## src/rtl/mlp_scheduler.sv

```systemverilog
// mlp_scheduler: sequences a 16-input, N_HID-hidden, 2-output MLP inference over a single-port weight ROM.
module mlp_scheduler #(
    parameter int N_HID = 4
) (
    input  logic        clk,
    input  logic        rst,
    input  logic        start,
    input  logic        abort,
    input  logic [15:0] pattern,
    output logic        rom_en,
    output logic [6:0]  rom_addr,
    input  logic [7:0]  rom_data,
    output logic        busy,
    output logic        done,
    output logic [1:0]  result,
    output logic [19:0] score_o,
    output logic [19:0] score_x
);
    typedef enum logic [3:0] {
        IDLE, L1_ADDR, L1_ACC, L1_ACT, L2_ADDR, L2_ACC, L2_STORE, DECIDE, DONE
    } state_t;

    localparam logic [2:0] K_LAST = 3'(N_HID - 1);
    localparam logic [2:0] J_BIAS = 3'(N_HID);

    state_t state, state_nx;
    logic [15:0] pat;
    logic signed [19:0] acc, so_r, sx_r;
    logic [6:0] h [8];
    logic [2:0] k, j;
    logic [4:0] i;
    logic c;
    logic kill;
    logic signed [15:0] prod;
    logic signed [19:0] w_ext, p_ext;

    assign kill  = abort && (state != IDLE);
    assign w_ext = {{12{rom_data[7]}}, rom_data};
    assign prod  = $signed({1'b0, h[j]}) * $signed(rom_data);
    assign p_ext = {{4{prod[15]}}, prod};

    assign busy     = state != IDLE;
    assign done     = state == DONE;
    assign rom_en   = (state == L1_ADDR) || (state == L2_ADDR);
    assign rom_addr = (state == L1_ADDR) ? 7'(17 * k + i) :
                      (state == L2_ADDR) ? 7'(N_HID * 17 + (c ? N_HID + 1 : 0) + j) : 7'd0;

    always_comb begin
        state_nx = state;
        case (state)
            IDLE:     state_nx = !start ? IDLE : (pattern != 16'd0) ? L1_ADDR : DONE;
            L1_ADDR:  state_nx = L1_ACC;
            L1_ACC:   state_nx = (i == 5'd16) ? L1_ACT : L1_ADDR;
            L1_ACT:   state_nx = (k == K_LAST) ? L2_ADDR : L1_ADDR;
            L2_ADDR:  state_nx = L2_ACC;
            L2_ACC:   state_nx = (j == J_BIAS) ? L2_STORE : L2_ADDR;
            L2_STORE: state_nx = c ? DECIDE : L2_ADDR;
            DECIDE:   state_nx = DONE;
            default:  state_nx = IDLE;
        endcase
        if (kill)
            state_nx = IDLE;
    end

    always_ff @(posedge clk or negedge rst) begin
        if (!rst)
            state <= IDLE;
        else
            state <= state_nx;
    end

    // Abort freezes the datapath so visible results keep their prior values.
    always_ff @(posedge clk or negedge rst) begin
        if (!rst) begin
            pat     <= '0;
            acc     <= '0;
            so_r    <= '0;
            sx_r    <= '0;
            k       <= '0;
            j       <= '0;
            i       <= '0;
            c       <= 1'b0;
            result  <= '0;
            score_o <= '0;
            score_x <= '0;
            for (int n = 0; n < 8; n++)
                h[n] <= '0;
        end else if (!kill) begin
            case (state)
                IDLE: if (start) begin
                    if (pattern != 16'd0) begin
                        pat <= pattern;
                        acc <= '0;
                        k   <= '0;
                        i   <= '0;
                    end else begin
                        result  <= 2'b00;
                        score_o <= '0;
                        score_x <= '0;
                    end
                end
                L1_ACC: begin
                    acc <= acc + ((i == 5'd16 || pat[i[3:0]]) ? w_ext : 20'sd0);
                    i   <= i + 5'd1;
                end
                L1_ACT: begin
                    h[k] <= acc[19] ? 7'd0 : (acc > 20'sd127) ? 7'd127 : acc[6:0];
                    acc  <= '0;
                    i    <= '0;
                    k    <= k + 3'd1;
                    c    <= 1'b0;
                    j    <= '0;
                end
                L2_ACC: begin
                    acc <= acc + ((j == J_BIAS) ? w_ext : p_ext);
                    j   <= j + 3'd1;
                end
                L2_STORE: begin
                    if (c)
                        sx_r <= acc;
                    else
                        so_r <= acc;
                    acc <= '0;
                    j   <= '0;
                    c   <= 1'b1;
                end
                DECIDE: begin
                    score_o <= so_r;
                    score_x <= sx_r;
                    result  <= (so_r > sx_r) ? 2'b01 : (sx_r > so_r) ? 2'b10 : 2'b11;
                end
                default: ;
            endcase
        end
    end
endmodule

```

## config.mk

```make
export PLATFORM = sky130hd
export DESIGN_NAME = mlp_scheduler
export DESIGN_NICKNAME = d
export VERILOG_FILES = /design/src/rtl/mlp_scheduler.sv
export SDC_FILE = /design/constraint.sdc
export NUM_CORES = 1
export LEC_CHECK = 0
export ABC_AREA = 1
export CORE_MARGIN = 8
export CORE_UTILIZATION = 60
export CTS_BUF_LIST = sky130_fd_sc_hd__clkbuf_2 sky130_fd_sc_hd__clkbuf_4 sky130_fd_sc_hd__clkbuf_8
export CTS_CLUSTER_SIZE = 20
export DETAILED_ROUTE_END_ITERATION = 6
export GPL_ROUTABILITY_DRIVEN = 0
export PLACE_DENSITY = 0.89
export SLEW_MARGIN = 20
export SYNTH_ARGS = -nofsm -noshare
export SYNTH_HDL_FRONTEND = slang
export SYNTH_SLANG_ARGS = --single-unit
```

## constraint.sdc

```tcl
create_clock -name clk -period 7.35 [get_ports clk]
set_input_delay 1.1025 -clock clk [delete_from_list [all_inputs] [get_ports clk]]
set_output_delay 1.1025 -clock clk [all_outputs]
set_load 0.03 [all_outputs]
```

==> flow_summary.ini <==
[sta]
setup_tns_ps = 0
setup_viol = 0
relSlewSlack = 0.359
timing.final.crit_share = 0.941
hold_viol = 0
max_freq_ghz = 0.145
setup_slack_ps = 434
finClkSkew_ps = 13.1
final-max-slew-violation-count = 0
worst_slew_pin_slew_ps = 962
min_period_ps = 6920

[logic_synthesis]
avgSynthCellArea_um2 = 8.23
async_flop_share = 1.00
ys.flop_type = dfrtp_1
netlist.area_leader.share = 0.391
synth_nets = 1638
synthDistinctLibCells = 49
yosys-top-cells-area = dfrtp_1, ha_1, nand2_1
synth_top_cell_by_area = dfrtp_1
ys_ff_latch = 190
syn_inst = 1476
netlist_area_mm2 = 0.0121
synth_edf_count = 0
synth_warnings = 0
yosysSeqAreaShare = 0.391

[grt]
grt_pass1_vias = 10500
grt_overflow = 0
track_usage = 0.252
grt_pass1_wl_um = 50400
grt_max_degree = 121
antenna_found_initial = 0

[route]
antenna_left = 0
vias = 10700
dr.pass1.iters = 5
routed_via_density = 5.80
first_iter_violations = 979
wl_per_cell_um = 16.8
routed_wirelength_um = 30800
drc = 0

[setup_path]
rr_worst_depth = 35
r2r-start = j[0]
slowest_stage = fa_1
critPathMaxStageDelay_ps = 540
endpoint_kind = register
startpoint_type = register
path_class = reg2reg
required_ps = 7700
crit_fanout = 9
rr_endpoint = acc[17]
regToRegSetupSlack_ps = 430
arrival_ps = 7260

[clock_network]
tritoncts = done
numCtsBuffers = 17
cts-htree-levels = 4
cts_sinks = 190
insertion_delay_ps = 480
path_clk_slew_ps = 100
cts_root_buf = clkbuf_8
clock_path_buffers = 2
holdBufCountCts = 0

[layout]
final_common_cell = nand2_1
n_antenna_cell = 0
fin_nets = 1719
instances_no_fill = 1839
mostFrequentLayoutCells = nand2_1, dfrtp_1, nor2_1, inv_1, o21ai_0
drive_above_1_share = 0.0739
post-route-util = 0.679
syn_to_final_growth_pct = 12.1

[power_and_ir_drop]
leakage_nw = 6.69
power_mw = 6.62
vdd_ir_drop_max_v = 0.000643
pwr_density_cell_mw_per_mm2 = 486

[hold_path]
whs_endpoint = h[10]
hold_path.class = reg2reg
worstHoldPathCells = 2
hold_start = h[10]

[die]
pin_count = 80
fp.dieW_um = 158
rows = 52
die_area_mm2 = 0.0251
dieHeight_um = 158
core_area_mm2 = 0.0200
initial_core_util = 0.606

[run]
cap_violations = 0

[placement]
port_buffers = 79
dp_hpwl_um = 22700
dpl.cell_count = 1802
post-place-ws_ps = 210

[outcome]
outcome = finished clean
## synthesized netlist by cell type (14+ instances only)
cell type,n
fa_1,33
nand3_1,50
o21ai_0,142
ha_1,101
a21oi_1,98
nand4_1,14
inv_1,175
nand2_1,284
a22o_1,23
nor2_1,181
o21ai_1,14
clkbuf_1,17
dfrtp_1,190
## critical path: cells and delay by family (launching register included)
family | cells | cell delay [ps]
AND/OR/NAND/NOR | 10 | 1260
buffers and inverters | 9 | 1020
AO/OA/AOI/OAI | 10 | 1270
flip-flops | 1 | 420
adder cells (fa/ha/maj) | 6 | 2780
## worst max path at each step
stage / start / endpoint / slack (ps) / cells after the start
finish: j[0] / acc[17] / 430 / 35
global placement: rom_data[7] / acc[17] / 500 / 27
CTS: j[0] / acc[17] / 420 / 32
floorplan: j[0] / acc[19] / 1140 / 31
global route: j[0] / acc[17] / -80 / 35
detailed placement: rom_data[7] / acc[17] / 210 / 27
## routing by layer
metal	vias up	GRT usage	part of all wire
met2	439	0.420	0.48
met4	0	0.0916	0.028
met1	5127	0.326	0.42
li1	5023	-	-
met5	-	0	0
met3	84	0.0434	0.075
## report_power, final
| part | leakage [nW] | internal (mW) | switching (mW) |
|---|---|---|---|
| combinational | 3.93 | 1.67 | 2.99 |
| clock | 0.193 | 0.273 | 0.381 |
| sequential | 2.57 | 1.19 | 0.109 |
## through the flow
step | area (um^2) | hold slack, ps
after floorplan | 12100 | 448
after global placement | 13200 | 462
after detailed placement | 13200 | 466
after CTS | 13500 | 492
after global routing | 13600 | 518
final | 13600 | 493
## repair_timing
item | CTS | global route
gates resized for setup | 0 | 4
setup endpoints to repair | 0 | 5
buffers inserted | 0 | 6
## state kept, by name, indices dropped and copies added, names as in the netlist
signal and count:
state 4, score_x 20, score_o 20, j 3, i 5, h 56
acc 20, so_r 20, sx_r 20, result 2, c 1, pat 16
k 3
## area by class of cell
type | count | area, um^2
sequential | 190 | 4750
inverter | 188 | 716
clock inverter | 13 | 115
fill | 1568 | 6430
tap | 270 | 338
multi-input combinational | 1058 | 6480
timing repair buffer | 102 | 971
clock buffer | 18 | 241
## kinds of logic (layout without fill, tap and decap cells)
logic type / after synthesis / count (layout) / synth area share
and+or+nand+nor: 576 / 576 / 0.202
AOI/OAI and AO/OA: 330 / 330 / 0.159
buffers and inverters: 228 / 321 / 0.0759
DFF: 190 / 190 / 0.391
adders and majority gates: 134 / 134 / 0.158
xor gates and xnor gates: 18 / 18 / 0.0130
No activity file was read; power rests on OpenSTA's default activity.
